`src/rtl/tsc_capture_sequencer.sv`:
```
// Capture sequencer for the TriggerSurroundCache: arms the TSC, drains SAMPLES samples per capture
// through a one-entry buffer, and repeats num_cap times. Optional WAIT_TRIG timeout: TSC_SEQ_TIMEOUT_EN.
module tsc_capture_sequencer #(
    parameter int unsigned SAMPLES = 16
`ifdef TSC_SEQ_TIMEOUT_EN
    ,
    parameter int unsigned TIMEOUT_CYCLES = 1000000
`endif
) (
    input  logic        clk,
    input  logic        reset,
    input  logic        arm,
    input  logic        abort,
    input  logic [7:0]  num_cap,
    output logic        start,
    output logic        req,
    output logic        sbf,
    input  logic        trd,
    input  logic        cd,
    input  logic        rdy,
    input  logic [7:0]  dat,
    input  logic [31:0] trigtm,
    input  logic        sd,
    output logic        out_valid,
    input  logic        out_ready,
    output logic [7:0]  out_data,
    output logic        out_last,
    output logic [31:0] trig_time,
    output logic        trig_valid,
    output logic        busy,
    output logic        done,
    output logic        timeout
);

    typedef enum logic [2:0] {
        IDLE       = 3'd0,
        START      = 3'd1,
        WAIT_TRIG  = 3'd2,
        WAIT_CACHE = 3'd3,
        READ       = 3'd4,
        WAIT_SD    = 3'd5,
        NEXT       = 3'd6
    } state_t;

    localparam logic [7:0] SAMPLES_C = 8'(SAMPLES);
    localparam logic [7:0] LAST_C    = 8'(SAMPLES - 1);

    state_t      state_q, state_d;
    logic [7:0]  cap_left_q, cap_left_d;
    logic [7:0]  sample_cnt_q, sample_cnt_d;
    logic        sd_seen_q, sd_seen_d;
    logic        start_q, start_d;
    logic        req_q, req_d;
    logic        out_valid_q, out_valid_d;
    logic [7:0]  out_data_q, out_data_d;
    logic        out_last_q, out_last_d;
    logic [31:0] trig_time_q, trig_time_d;
    logic        trig_valid_q, trig_valid_d;
    logic        busy_q, busy_d;
    logic        done_q, done_d;
    logic        timeout_q, timeout_d;
    logic        arm_ok_s, load_s, drain_s, tmo_hit_s;

    assign arm_ok_s = (state_q == IDLE) && arm && (num_cap != 8'd0);
    assign load_s   = (state_q == READ) && req_q && rdy;
    assign drain_s  = out_valid_q && out_ready;

`ifdef TSC_SEQ_TIMEOUT_EN
    localparam logic [31:0] TMO_LAST_C = 32'(TIMEOUT_CYCLES - 1);
    logic [31:0] tmo_cnt_q, tmo_cnt_d;

    assign tmo_hit_s = (state_q == WAIT_TRIG) && !trd && (tmo_cnt_q == TMO_LAST_C);

    // WAIT_TRIG cycle counter, restarted on every START
    always_comb begin
        tmo_cnt_d = tmo_cnt_q;
        if (abort || (state_q == START)) begin
            tmo_cnt_d = 32'd0;
        end else if (state_q == WAIT_TRIG) begin
            tmo_cnt_d = tmo_cnt_q + 32'd1;
        end else begin
            tmo_cnt_d = tmo_cnt_q;
        end
    end

    // Timeout counter register
    always_ff @(posedge clk or negedge reset) begin
        if (!reset) begin
            tmo_cnt_q <= 32'd0;
        end else begin
            tmo_cnt_q <= tmo_cnt_d;
        end
    end
`else
    assign tmo_hit_s = 1'b0;
`endif

    // State register
    always_ff @(posedge clk or negedge reset) begin
        if (!reset) begin
            state_q <= IDLE;
        end else begin
            state_q <= state_d;
        end
    end

    // Next-state logic; abort overrides every other input
    always_comb begin
        state_d = state_q;
        if (abort) begin
            state_d = IDLE;
        end else begin
            case (state_q)
                IDLE:       state_d = arm_ok_s ? START : IDLE;
                START:      state_d = WAIT_TRIG;
                WAIT_TRIG:  state_d = trd ? WAIT_CACHE : (tmo_hit_s ? IDLE : WAIT_TRIG);
                WAIT_CACHE: state_d = cd ? READ : WAIT_CACHE;
                READ:       state_d = ((sample_cnt_q == SAMPLES_C) && !out_valid_q) ? WAIT_SD : READ;
                WAIT_SD:    state_d = (sd || sd_seen_q) ? NEXT : WAIT_SD;
                NEXT:       state_d = (cap_left_q == 8'd1) ? IDLE : START;
                default:    state_d = IDLE;
            endcase
        end
    end

    // Output and datapath next values
    always_comb begin
        start_d      = (state_d == START);
        busy_d       = (state_d != IDLE);
        trig_valid_d = !abort && (state_q == WAIT_TRIG) && trd;
        trig_time_d  = trig_valid_d ? trigtm : trig_time_q;
        done_d       = !abort && (state_q == NEXT) && (cap_left_q == 8'd1);
        out_data_d   = load_s ? dat : out_data_q;

        if (abort) begin
            cap_left_d = 8'd0;
        end else if (arm_ok_s) begin
            cap_left_d = num_cap;
        end else if (state_q == NEXT) begin
            cap_left_d = cap_left_q - 8'd1;
        end else begin
            cap_left_d = cap_left_q;
        end

        if (abort || (state_q == START)) begin
            sample_cnt_d = 8'd0;
            sd_seen_d    = 1'b0;
        end else begin
            sample_cnt_d = load_s ? (sample_cnt_q + 8'd1) : sample_cnt_q;
            sd_seen_d    = sd_seen_q || ((state_q == READ) && sd);
        end

        // A request is held until answered; a new one waits a full cycle after the buffer drains
        if (abort) begin
            req_d = 1'b0;
        end else if (req_q) begin
            req_d = !rdy;
        end else begin
            req_d = (state_q == READ) && !out_valid_q && (sample_cnt_q < SAMPLES_C);
        end

        if (abort) begin
            out_valid_d = 1'b0;
            out_last_d  = 1'b0;
        end else if (load_s) begin
            out_valid_d = 1'b1;
            out_last_d  = (sample_cnt_q == LAST_C);
        end else if (drain_s) begin
            out_valid_d = 1'b0;
            out_last_d  = 1'b0;
        end else begin
            out_valid_d = out_valid_q;
            out_last_d  = out_last_q;
        end

`ifdef TSC_SEQ_TIMEOUT_EN
        if (arm_ok_s) begin
            timeout_d = 1'b0;
        end else if (tmo_hit_s && !abort) begin
            timeout_d = 1'b1;
        end else begin
            timeout_d = timeout_q;
        end
`else
        timeout_d = 1'b0;
`endif
    end

    // Datapath and output registers
    always_ff @(posedge clk or negedge reset) begin
        if (!reset) begin
            cap_left_q   <= 8'd0;
            sample_cnt_q <= 8'd0;
            sd_seen_q    <= 1'b0;
            start_q      <= 1'b0;
            req_q        <= 1'b0;
            out_valid_q  <= 1'b0;
            out_data_q   <= 8'd0;
            out_last_q   <= 1'b0;
            trig_time_q  <= 32'd0;
            trig_valid_q <= 1'b0;
            busy_q       <= 1'b0;
            done_q       <= 1'b0;
            timeout_q    <= 1'b0;
        end else begin
            cap_left_q   <= cap_left_d;
            sample_cnt_q <= sample_cnt_d;
            sd_seen_q    <= sd_seen_d;
            start_q      <= start_d;
            req_q        <= req_d;
            out_valid_q  <= out_valid_d;
            out_data_q   <= out_data_d;
            out_last_q   <= out_last_d;
            trig_time_q  <= trig_time_d;
            trig_valid_q <= trig_valid_d;
            busy_q       <= busy_d;
            done_q       <= done_d;
            timeout_q    <= timeout_d;
        end
    end

    assign start      = start_q;
    assign req        = req_q;
    assign sbf        = out_valid_q;
    assign out_valid  = out_valid_q;
    assign out_data   = out_data_q;
    assign out_last   = out_last_q;
    assign trig_time  = trig_time_q;
    assign trig_valid = trig_valid_q;
    assign busy       = busy_q;
    assign done       = done_q;
    assign timeout    = timeout_q;

endmodule

```
`config.mk`:
```
export PLATFORM = sky130hd
export DESIGN_NAME = tsc_capture_sequencer
export DESIGN_NICKNAME = d
export VERILOG_FILES = /design/src/rtl/tsc_capture_sequencer.sv
export SDC_FILE = /design/constraint.sdc
export NUM_CORES = 1
export LEC_CHECK = 0
export ABC_AREA = 1
export CAP_MARGIN = 40
export CORE_UTILIZATION = 41
export DETAILED_ROUTE_END_ITERATION = 16
export GPL_ROUTABILITY_DRIVEN = 0
export GPL_TIMING_DRIVEN = 0
export PLACE_DENSITY_LB_ADDON = 0.05
export SLEW_MARGIN = 25
export SYNTH_ARGS = -nofsm -noshare
export SYNTH_HDL_FRONTEND = slang
export SYNTH_SLANG_ARGS = --single-unit
```
`constraint.sdc`:
```
create_clock -name clk -period 1.21 [get_ports clk]
set_input_delay 0.121 -clock clk [delete_from_list [all_inputs] [get_ports clk]]
set_output_delay 0.121 -clock clk [all_outputs]
set_load 0.05 [all_outputs]
```
After elaboration in Yosys (flattened, before gate mapping)
Index checks and enable logic that the tools add are counted.
{ "totals": {"regBits": 67, "input_bits": 57, "output_inout_bits": 49, "wordCells": 72} }
{ "classes": {"n_lt_le_gt_ge": 1, "eq_ne": 10, "mux": 21, "add_sub_neg": 2, "reduce_logical": 25} }
{ "op_table": {"columns": ["cell", "n"], "rows": [
  ["8-bit 2-to-1 mux", 5],
  ["3-bit one-hot mux with 7 select lines", 1],
  ["1-bit logical AND", 13],
  ["1-bit 2-to-1 mux", 12],
  ["3-bit == test (second input constant)", 3],
  ["3-bit nonzero test", 3],
  ["8-bit by 1-bit adder with 8-bit output (second input constant)", 1],
  ["8-bit by 1-bit == test with 1-bit output (second input constant)", 1],
  ["8-bit by 4-bit == test with 1-bit output (second input constant)", 1],
  ["8-bit by 5-bit == test with 1-bit output (second input constant)", 1],
  ["8-bit by 5-bit less-than comparator with 1-bit output (second input constant)", 1],
  ["8-bit nonzero test", 1],
  ["8-bit by 1-bit subtractor with 8-bit output (second input constant)", 1],
  ["3-bit by 1-bit == test with 1-bit output (second input constant)", 2],
  ["3-bit by 2-bit == test with 1-bit output (second input constant)", 2],
  ["3-bit 2-to-1 mux", 2],
  ["1-bit zero test", 3],
  ["3-bit zero test", 1],
  ["1-bit logical OR", 3],
  ["2-bit 2-to-1 mux", 1],
  ["2-bit nonzero test", 1]
]} }

Longest topological paths before layout
Gate-level depths: netlist of the first run.
{ "depth": {"word_depth": 7, "mapped_depth": 10, "depth_no_buf": 10} }

Least setup slack after synthesis of the first run
OpenSTA, ideal clock, no wires.
{ "synth_timing": {"kind": "reg-to-reg", "from": "register req_q (netlist: req)", "to": "register out_last_q (netlist: out_last)", "synth_period_minus_slack_ns": 1.489, "t_required_ns": 1.083, "path_stages_with_launch": 7, "setup_time_ns": 0.127, "path_slack_ns": -0.279, "t_arrival_ns": 1.361, "n_path_buf": 1, "path_cell_list": "dfrtp_1 > nand2_1 > nor2_4 > inv_2 > buf_6 > nand3_1 > a21oi_1"} }
{ "synth_via": {"elab_chain_len": 4, "word_cells_on_any_way": 5, "classes_between": "2 x mux; 3 x reduce/logical"} }
{ "synth_lines": {"columns": ["element", "line", "source"], "rows": [
  ["from (decl)", "53", "logic req_q, req_d;"],
  ["from (signal assigned)", "210", "req_q <= req_d;"],
  ["1-bit logical AND (*) (2 in series)", "65", "assign load_s = (state_q == READ) && req_q && rdy;"],
  ["1-bit 2-to-1 mux", "165", "end else if (load_s) begin"],
  ["1-bit 2-to-1 mux", "162", "if (abort) begin"],
  ["to (signal assigned)", "213", "out_last_q <= out_last_d;"],
  ["to (decl)", "56", "logic out_last_q, out_last_d;"]
]} }
Every way passes the cells marked *; elsewhere a longest branch is shown, timed or not.
A chain may end at the register's enable or synchronous reset.

Worst setup path in the final report of the first run
{ "layout_timing": {"from": "register state_q[1]", "to": "register cap_left_q[0]"} }
{ "layout_via": {"elab_chain_len": 5, "word_cells_on_any_way": 7, "classes_between": "1 x eq/ne; 2 x mux; 4 x reduce/logical"} }
{ "layout_lines": {"columns": ["element", "line", "source"], "rows": [
  ["from (decl)", "48", "state_t state_q, state_d;"],
  ["from (signal assigned)", "103", "state_q <= state_d;"],
  ["3-bit zero test", "64", "assign arm_ok_s = (state_q == IDLE) && arm && (num_cap != 8'd0);"],
  ["1-bit logical AND (2 in series)", "64", null],
  ["8-bit 2-to-1 mux", "137", "end else if (arm_ok_s) begin"],
  ["8-bit 2-to-1 mux", "135", "if (abort) begin"],
  ["to (signal assigned)", "206", "cap_left_q <= cap_left_d;"],
  ["to (decl)", "49", "logic [7:0] cap_left_q, cap_left_d;"]
]} }
Parallel ways exist; a longest one is shown, timed or not.

==> results of run 1 <==
[sequential cells by signal, summed over array words and instances (netlist names)]
register / flops
out_last: 1
cap_left_q: 8
out_data: 8
trig_valid: 1
req: 1
sample_cnt_q: 8
out_valid: 1
done: 1
sd_seen_q: 1
state_q: 3
busy: 1
start: 1
trig_time: 32
[repair_timing]
| action | in CTS | in global routing |
|---|---|---|
| endpoints found under the hold margin | 25 | 0 |
| gates resized for setup | 177 | 105 |
| pin swaps | 6 | 15 |
| cloned | 1 | 0 |
| hold buffers | 1 | 0 |
| endpoints found under the setup margin | 110 | 97 |
| setup buffers | 10 | 13 |
[cell type report]
cell class,instances,area (um2)
Fill cell,672,2660
Timing Repair Buffer,128,1060
Sequential cell,67,1680
Multi-Input combinational cell,280,1430
Clock inverter,5,31.3
Clock buffer,10,128
Buffer,12,121
Tap cell,99,124
Inverter,46,178
[Yosys cell counts]
master and instances:
buf_6 2, nor2_1 22, nand3_2 1, o21ai_0 7
ha_1 4, clkinv_1 1, nand2_2 3, a21oi_1 7
nor2_4 4, conb_1 1, nand4_1 1, nor4_1 1
dfrtp_1 67, a21oi_4 1, a21oi_2 1, buf_2 7
o21ai_2 3, nand4_2 2, nand3_1 18, or2_2 1
xor2_1 1, buf_4 3, o21ai_1 8, inv_2 3
and3_1 1, inv_1 42, nand2_1 181, nor2_2 2
nor3_1 7, nor3b_2 1, nand2_4 1, a31oi_1 1
[layer usage]
layer,wire length (um),up-vias,part of all wire,GRT usage
li1,-,1515,-,-
met3,407,8,0.052,0.0421
met1,3650,1354,0.46,0.256
met5,0,-,0,0
met2,3720,73,0.47,0.324
met4,95,0,0.012,0.0645
[stage by stage]
stage          utilization  setup slack (ns)  total power [mW]  instance area, um2
4_1_cts              0.635            -0.164              8.81                4700
5_1_grt              0.641            -0.313              9.03                4750
2_1_floorplan            -           -0.0754              5.83                3240
3_3_place_gp         0.593             -2.63              7.28                4390
6_report             0.641            -0.204              8.55                4750
3_5_place_dp         0.595            -0.378              7.34                4410
[kinds of logic (layout without fill, tap and decap cells)]
group | after synthesis | count (layout) | synth area share
simple gates | 246 | 246 | 0.327
fa+ha+maj | 4 | 4 | 0.0156
xor+xnor | 1 | 1 | 0.00273
flops | 67 | 67 | 0.523
compound gates | 28 | 28 | 0.0523
buf+inv | 58 | 201 | 0.0788
other cells | 1 | 1 | 0.00117
[cells in the final DEF (no fill, tap or decap), drive strengths merged, types with 7 or more instances in the layout]
cell type,count
a21oi,9
buf,77
clkbuf,10
clkdlybuf4s15,7
clkdlybuf4s50,54
dfrtp,67
inv,46
nand2,185
nand3,19
nor2,28
nor3,7
o21ai,18
[power by group]
group	switching (mW)	internal, mW	leakage (nW)
clock network	0.848	0.725	0.0819
registers	0.301	2.80	0.879
logic	2.82	1.06	1.58
total	3.97	4.58	2.54
[worst paths after layout]
| path | startpoint | endpoint | slack (ns) |
|---|---|---|---|
| worst max-delay path | state_q[1]$_DFF_PN0_ | cap_left_q[0]$_DFFE_PN0P_ | -0.20 |
| worst min-delay path | abort | out_valid$_DFFE_PN0P_ | 0.11 |
| worst max register to register | state_q[1]$_DFF_PN0_ | cap_left_q[0]$_DFFE_PN0P_ | -0.20 |
| worst min register to register | out_data[1]$_DFFE_PN0P_ | out_data[1]$_DFFE_PN0P_ | 0.47 |
| max in group asynchronous | reset | state_q[1]$_DFF_PN0_ | 0.41 |
| min in group asynchronous | reset | cap_left_q[4]$_DFFE_PN0P_ | 0.24 |
==> qor.yml, run 1 <==
gr-total-overflow: 0
cts_num_sinks: 67
routed_wirelength_um: 7870
grt_antenna_before_repair: 0
setup_slack_ns: -0.204
grt_max_degree: 43
dp.cells: 608
ant_nets: 0
violations: "setup timing"
fin_setup_tns_ns: -8.21
drt_pass1_iterations: 4
vias_per_cell: 4.56
area_delta_synth_final_pct: 48.1
p_per_area_nw_per_um2: 1800
clockBufferDepth: 2
end_kind: "flip-flop"
fp.dieW_um: 90.4
setup_viol: 61
num_antenna_cells: 0
grt_pass1_vias: 2775
finalCritPeriodShare: 1.17
clk_latency_ns: 0.34
layout_min_cycle_time_ns: 1.41
required_ns: 1.46
cts_tree: "yes"
synthDominantCellAreaShare: 0.523
fmax_ghz: 0.707
critPathMaxStageDelay_ns: 0.45
fp.coreArea_um2: 7410
synth_seq_area_share: 0.523
hold_depth: 2
io_buffers: 103
synth_top_area_cell: "dfrtp_1"
finalHoldViolations: 0
grt_pass1_wl_um: 12900
reg2reg_depth: 7
skew_ns: 0.0127
cp_max_fo: 7
path_clk_slew_ns: 0.07
drt_iter0_drc: 60
synth_cells: 405
synth.distinct_cells: 32
synth.avg_cell_area_um2: 7.92
worst_hold_slack_ns: 0.107
path_delay_family: "simple AND/OR/NAND/NOR gates"
p_leak_nw: 2.54
outcome: "complete, but fails checks"
ys.warnings.count: 0
crit_cells: 7
cp_common_cell: "nor2_4"
dieHeight_um: 90.4
cts_htree_levels: 3
worst-path-buf-inv: 0
worstHoldPathType: "input port to flip-flop"
syn_nets: 466
crit_type: "flip-flop to flip-flop"
drive_above_1_share: 0.294
avgRoutedWirePerCell_um: 12.2
nNetsFinal: 605
ir_drop_uv: 974
cts_buffers: 9
drv_slew: 0
start_kind: "flip-flop"
ios: 106
synth_seq_cells: 67
rsz0062_at_grt: "yes"
path_cells: "nor2_4, nand2_2, nor2_4, nand2_4, a21oi_4, nand2_1, o21ai_1"
cp_slowest_cell: "dfrtp_2"
stdcell_count: 647
vias: 2950
rows: 31
arrival_ns: 1.67
drc: 0
maxCapViolations: 0
place_hpwl_um: 5420
clockRootBuffer: "clkbuf_8"
netlist_area_um2: 3210
grtUsageTotal: 0.196
start_util: 0.433
dieArea_um2: 8180
synth_area_leaders: "dfrtp_1 (52%), nand2_1 (21%), inv_1 (4.9%), nand3_1 (2.8%), nor2_1 (2.6%)"
Power figures use the tool's default switching activity.
==> inputs of run 2 (changes only) <==
--- a/config.mk
+++ b/config.mk
@@ -7,11 +7,12 @@
 export LEC_CHECK = 0
 export ABC_AREA = 1
 export CAP_MARGIN = 40
+export CORE_ASPECT_RATIO = 1.5
 export CORE_UTILIZATION = 41
 export DETAILED_ROUTE_END_ITERATION = 16
 export GPL_ROUTABILITY_DRIVEN = 0
 export GPL_TIMING_DRIVEN = 0
-export PLACE_DENSITY_LB_ADDON = 0.05
+export PLACE_DENSITY_LB_ADDON = 0.08
 export SLEW_MARGIN = 25
 export SYNTH_ARGS = -nofsm -noshare
 export SYNTH_HDL_FRONTEND = slang
==> run 2 against run 1 <==
  * The run still ends with setup timing left
  * First-iteration DRC count is 87% higher
  * Total power is 13% higher
  * Die area hardly changed
  * Register-to-register slack hardly changed
  * Global-route usage is 0.85 points higher
  * Sequential power hardly changed
  * Worst hold slack better by 0.028 ns
  * Clock skew is 0.0053 ns lower
  * Combinational power is 7.5% higher
  * Worst setup slack better by 0.014 ns
  * Critical path depth stayed put
  * Critical endpoint is now cap_left_q[6]$_DFFE_PN0P_
  * Largest cell class unchanged
  * Highest routed layer unchanged
==> qor.yml, run 2 (synthesized netlist as in run 1, its figures left out) <==
outcome: "complete, but fails checks"
violations: "setup timing"
largest_reg_flops: 32  # unchanged
fp.coreArea_um2: 7610  # +2.8%
stdcell_count: 647  # unchanged
arrival_ns: 1.66  # about the same
clk_latency_ns: 0.33  # about the same
wl_met1_um: 3050  # -16%
dp.cells: 611  # +0.49%
drive_above_1_share: 0.261  # -0.0332
finalHoldViolations: 0  # unchanged
layout_commonest_cell: "nand2_1"
fillerInstances: 693  # +3.1%
worst-path-buf-inv: 0  # unchanged
avgRoutedWirePerCell_um: 12.5  # +2.7%
nNetsFinal: 601  # -0.66%
path_delay_family: "simple AND/OR/NAND/NOR gates"
dieHeight_um: 110  # +22%
grt_pass1_vias: 2786  # +0.40%
start_kind: "flip-flop"
cts_num_sinks: 67  # unchanged
grt_antenna_before_repair: 0  # unchanged
skew_ns: 0.00738  # -0.00535 ns
ios: 106  # unchanged
wl_met2_um: 4500  # +21%
drt_iter0_drc: 112  # +87%
fp.dieW_um: 74.2  # -18%
ant_nets: 0  # unchanged
place_hpwl_um: 5750  # +6.2%
dieArea_um2: 8190  # about the same
start_util: 0.421  # -0.0116
drt_pass1_iterations: 4  # unchanged
clockRootBuffer: "clkbuf_16"
mostFrequentLayoutCells: "nand2_1 (178), dfrtp_1 (62), clkdlybuf4s50_1 (54), inv_1 (35), clkdlybuf4s15_2 (33)"
worstHoldPathType: "input port to flip-flop"
cts_tree: "yes"
clockBufferDepth: 2  # unchanged
finalCritPeriodShare: 1.16  # -0.0119
critPathMaxStageDelay_ns: 0.44  # about the same
grt_pass1_wl_um: 12400  # -4.0%
routed_wirelength_um: 8090  # +2.7%
grt_max_degree: 44  # +2.3%
grtUsageTotal: 0.204  # +0.00851
crit_type: "flip-flop to flip-flop"
area_delta_synth_final_pct: 53.6
io_buffers: 103  # unchanged
seq_area_um2: 1680  # unchanged
vias: 2959  # +0.31%
vias_per_cell: 4.57  # +0.31%
ir_drop_uv: 1260  # +29%
fmax_ghz: 0.714  # +1.0%
p_leak_nw: 2.53  # -0.21%
path_clk_slew_ns: 0.05  # -0.02 ns
path_cells: "nor2_4, nand2_2, nor2_4, nand2_4, a21oi_4, nand3_1, nand2_1"
cp_slowest_cell: "dfrtp_2"
layout_min_cycle_time_ns: 1.40  # -0.0144 ns
num_antenna_cells: 0  # unchanged
rsz0062_at_grt: "yes"
cp_max_fo: 8  # +1
fin_setup_tns_ns: -8.46  # -0.250 ns
cp_common_cell: "nor2_4"
required_ns: 1.47  # about the same
routed.top_layer: "met4"
gr-total-overflow: 0  # unchanged
wl_met3_um: 390  # -4.2%
drv_slew: 0  # unchanged
end_kind: "flip-flop"
multiInputGateArea_um2: 1340  # -6.3%
maxCapViolations: 0  # unchanged
rows: 39  # +26%
drc: 0  # unchanged
p_per_area_nw_per_um2: 1970  # +9.4%
setup_slack_ns: -0.190  # +0.0144 ns
setup_viol: 61  # unchanged
cts_buffers: 9  # unchanged
cts_htree_levels: 3  # unchanged
-- run 2: cell types whose count changed in the layout (fill, tap and decap cells not counted), moves of 4 or more --
cell and delta:
buf_2 -28, buf_6 -6, clkbuf_16 +10, clkbuf_8 -7
clkdlybuf4s15_2 +26, clkdlybuf4s18_2 +5, nand2_1 +5, nand2_2 -4
-- run 2: timing repair --
action / CTS / global route
buffers inserted: 9 / 8
gates resized for setup: 159 / 33
pin swaps: 3 / 6
setup endpoints to repair: 111 / 78
hold buffers: 1 / 0
endpoints found under the hold margin: 24 / 0
cloned: 1 / 1
-- run 2: path summary, 6_finish.rpt --
| kind | depth (start not counted) | startpoint | slack [ns] | endpoint |
|---|---|---|---|---|
| setup reg to reg | 7 | state_q[0]$_DFF_PN0_ | -0.19 | cap_left_q[6]$_DFFE_PN0P_ |
| hold / removal | 2 | abort | 0.14 | out_valid$_DFFE_PN0P_ |
| min in group asynchronous | 2 | reset | 0.25 | cap_left_q[2]$_DFFE_PN0P_ |
| hold reg to reg | 2 | trig_time[21]$_DFFE_PN0P_ | 0.46 | trig_time[21]$_DFFE_PN0P_ |
| setup / recovery | 7 | state_q[0]$_DFF_PN0_ | -0.19 | cap_left_q[6]$_DFFE_PN0P_ |
| max in group asynchronous | 3 | reset | 0.41 | state_q[0]$_DFF_PN0_ |
-- run 2: report_power, final --
part / leakage (nW) / switching, mW / total, mW / internal, mW
Sequential: 0.879 / 0.305 / 3.11 / 2.81
Clock: 0.135 / 0.937 / 2.43 / 1.49
Combinational: 1.52 / 2.84 / 4.16 / 1.32
-- run 2: area by class of cell --
class / count / area share
plain buffers: 12 / 0.0208
clock buffers: 12 / 0.0521
clock inverters: 4 / 0.00508
inverters: 46 / 0.0351
multi-input cells: 280 / 0.272
flip-flops and latches: 67 / 0.342
well taps: 102 / 0.0259
repair buffers: 124 / 0.247
-- run 2: per-stage QoR --
stage	hold slack, ns	power (mW)	util	cell area (um2)	setup slack (ns)
detailed placement	0.0583	7.35	0.580	4410	-0.396
floorplan	-0.175	5.83	-	3240	-0.0754
global placement	0.453	7.28	0.577	4400	-2.59
global route	0.132	10.2	0.647	4920	-0.283
CTS	0.124	9.69	0.637	4850	-0.183
finish	0.135	9.69	0.647	4920	-0.190
-- run 2: layer usage --
layer / up-vias / track usage
met5: - / 0
met3: 17 / 0.0491
met4: 0 / 0.0903
li1: 1505 / -
met1: 1359 / 0.213
met2: 78 / 0.381
==> inputs of run 3 (changes only) <==
--- a/config.mk
+++ b/config.mk
@@ -5,14 +5,13 @@
 export SDC_FILE = /design/constraint.sdc
 export NUM_CORES = 1
 export LEC_CHECK = 0
-export ABC_AREA = 1
 export CAP_MARGIN = 40
 export CORE_ASPECT_RATIO = 1.5
 export CORE_UTILIZATION = 41
 export DETAILED_ROUTE_END_ITERATION = 16
 export GPL_ROUTABILITY_DRIVEN = 0
 export GPL_TIMING_DRIVEN = 0
-export PLACE_DENSITY_LB_ADDON = 0.08
+export PLACE_DENSITY = 0.83
 export SLEW_MARGIN = 25
 export SYNTH_ARGS = -nofsm -noshare
 export SYNTH_HDL_FRONTEND = slang
==> run 3 against run 2 <==
  * The run still ends with setup timing left
  * Critical path depth unchanged
  * Critical path type unchanged
  * Synthesized area decreased by 5.8%
  * Highest routed layer unchanged
  * Largest power group unchanged
  * Combinational power down 13%
==> qor.yml, run 3 <==
ys.warnings.count: 0  # unchanged
routed_wirelength_um: 8200  # +1.4%
crit_type: "flip-flop to flip-flop"
vias_per_cell: 5.04  # +10%
clock_power_share: 0.216  # -0.034
drc: 0  # unchanged
largest_reg_flops: 32  # unchanged
cts_buffers: 9  # unchanged
finalCritPeriodShare: 1.46  # +0.304
synth_top_area_cell: "dfrtp_1"
fp.dieW_um: 72.1  # -2.9%
synthFlopType: "dfrtp_1"
grt_pass1_vias: 2649  # -4.9%
yosysMostFrequentCell: "dfrtp_1"
fmax_ghz: 0.566  # -21%
setup_viol: 67  # +9.8%
syn_nets: 305  # -35%
drt_pass1_iterations: 4  # unchanged
grt_antenna_before_repair: 0  # unchanged
place_hpwl_um: 5020  # -13%
p_per_area_nw_per_um2: 1690  # -14%
rsz0062_at_grt: "yes"
end_kind: "flip-flop"
required_ns: 1.43  # -0.04 ns
p_sw_mw: 3.40  # -16%
cts_tree: "yes"
drt_iter0_drc: 127  # +13%
fp.coreArea_um2: 7180  # -5.7%
worstHoldPathType: "input port to asynchronous set/reset pin"
avgRoutedWirePerCell_um: 16.6  # +33%
rows: 38  # -2.6%
fillerInstances: 517  # -25%
area_delta_synth_final_pct: 64.7
netlist_area_um2: 3020  # -5.8%
ant_nets: 0  # unchanged
stdcell_count: 495  # -23%
cp_slowest_cell: "dfrtp_1"
finalHoldViolations: 0  # unchanged
cp_common_cell: "buf_6"
grt_pass1_wl_um: 12700  # +2.5%
dieHeight_um: 107  # -2.9%
synth.avg_cell_area_um2: 12.4  # +56%
fin_setup_tns_ns: -27.35  # -18.89 ns
netSwitchingFraction: 0.404  # -0.0166
ir_drop_uv: 1540  # +22%
clockBufferDepth: 2  # unchanged
seq_power_share: 0.357  # +0.036
grtUsageTotal: 0.218  # +0.0136
dp.cells: 449  # -27%
drive_above_1_share: 0.471  # +0.210
nNetsFinal: 451  # -25%
path_cells: "buf_6, or2b_4, nor3_4, buf_6, buf_12, buf_8, mux2_4"
io_buffers: 104  # +0.97%
gr-total-overflow: 0  # unchanged
synth_seq_cells: 67  # unchanged
arrival_ns: 1.99  # +0.33 ns
start_kind: "flip-flop"
power_frac_comb: 0.427  # -0.002
start_util: 0.421  # -0.000565
synth_area_leaders: "dfrtp_1 (56%), mux2_2 (15%), xor2_1 (3.5%), nor2_1 (3.1%), mux2i_1 (2.3%)"
clockRootBuffer: "clkbuf_8"
setup_slack_ns: -0.558  # -0.368 ns
drv_slew: 0  # unchanged
layout_commonest_cell: "dfrtp_1"
p_int_mw: 5.02  # -11%
cts_num_sinks: 67  # unchanged
skew_ns: 0.00609  # -0.00128 ns
violations: "setup timing"
cts_htree_levels: 3  # unchanged
vias: 2494  # -16%
synth-async-reset-ratio: 1.00  # unchanged
synth_common_cells: "dfrtp_1 (67), mux2_2 (40), nor2_1 (25)"
p_leak_nw: 2.34  # -7.7%
p_total_mw: 8.43  # -13%
ios: 106  # unchanged
layout_min_cycle_time_ns: 1.77  # +0.368 ns
outcome: "complete, but fails checks"
synth.distinct_cells: 48  # +50%
synthDominantCellAreaShare: 0.555  # +0.0323
synth_edf_count: 0  # unchanged
cp_max_fo: 6  # -2
grt_max_degree: 37  # -16%
path_clk_slew_ns: 0.07  # +0.02 ns
clk_latency_ns: 0.34  # about the same
critPathMaxStageDelay_ns: 0.39  # -0.05 ns
mostFrequentLayoutCells: "dfrtp_1 (60), clkdlybuf4s50_1 (55), buf_2 (43), mux2_4 (40), nor2_1 (22)"
synth_seq_area_share: 0.555  # +0.0323
maxCapViolations: 0  # unchanged
dieArea_um2: 7720  # -5.7%
synth_cells: 244  # -40%
num_antenna_cells: 0  # unchanged
-- run 3: per-stage QoR --
stage	cell area (um2)	worst slack, ns	hold WS (ns)	utilization
after floorplan	3150	-0.469	-0.175	-
after CTS	5110	-0.563	0.258	0.712
after detailed placement	4340	-0.905	0.0960	0.604
final	4970	-0.558	0.258	0.693
after global placement	4320	-2.44	0.489	0.602
after global routing	4970	-0.630	0.290	0.693
-- run 3: metal layers --
metal  part of all wire  track usage
met1               0.38        0.241
met2               0.57        0.388
met3              0.031       0.0489
met5                  0            0
met4              0.018        0.102
-- run 3: final timing paths --
path	start	end	slack [ns]	cells past startpoint
max	state_q[0]$_DFF_PN0_	trig_time[11]$_DFFE_PN0P_	-0.56	7
min	reset	trig_time[24]$_DFFE_PN0P_	0.26	2
max reg2reg	state_q[0]$_DFF_PN0_	trig_time[11]$_DFFE_PN0P_	-0.56	7
min reg2reg	trig_time[17]$_DFFE_PN0P_	trig_time[17]$_DFFE_PN0P_	0.51	1
max in group asynchronous	reset	out_valid$_DFFE_PN0P_	0.40	3
min in group clk	trigtm[17]	trig_time[17]$_DFFE_PN0P_	0.40	2
-- run 3: area by class of cell --
cell class / count / area [um2] / share of cell area
flip-flops and latches: 67 / 1690 / 0.339
multi-input cells: 154 / 1620 / 0.326
repair buffers: 136 / 1180 / 0.237
clock buffers: 14 / 153 / 0.0307
plain buffers: 13 / 141 / 0.0284
well taps: 100 / 125 / 0.0252
clock inverters: 2 / 35.0 / 0.00704
inverters: 9 / 33.8 / 0.00679
-- run 3: power by group through the flow --
stage | sequential, mW | clock, mW | combinational [mW]
floorplan | 4.63 | 0 | 0.654
global placement | 2.99 | 0 | 3.54
detailed placement | 3.03 | 0 | 3.60
CTS | 3.01 | 1.86 | 3.78
global route | 3.07 | 1.97 | 3.74
finish | 3.01 | 1.82 | 3.60
-- run 3: cell families after synthesis --
logic type,synth area share
XOR/XNOR,0.0377
buffers and inverters,0.0435
AO/OA/AOI/OAI,0.0468
adder cells (fa/ha/maj),0.0166
AND/OR/NAND/NOR,0.127
multiplexers,0.172
flip-flops,0.555
other,0.00124
-- run 3: repair_timing --
action	4_1_cts	5_1_grt
cloned	5	0
setup buffers	20	8
setup endpoints to repair	112	103
resized for setup	243	90
hold buffers	1	0
pin swaps	15	12
endpoints found under the hold margin	31	0
-- run 3: critical path, delay by kind of cell, from the launching register on --
kind	cells	cell delay [ns]
simple gates	2	0.43
flops	1	0.39
buf+inv	4	0.52
mux	1	0.30
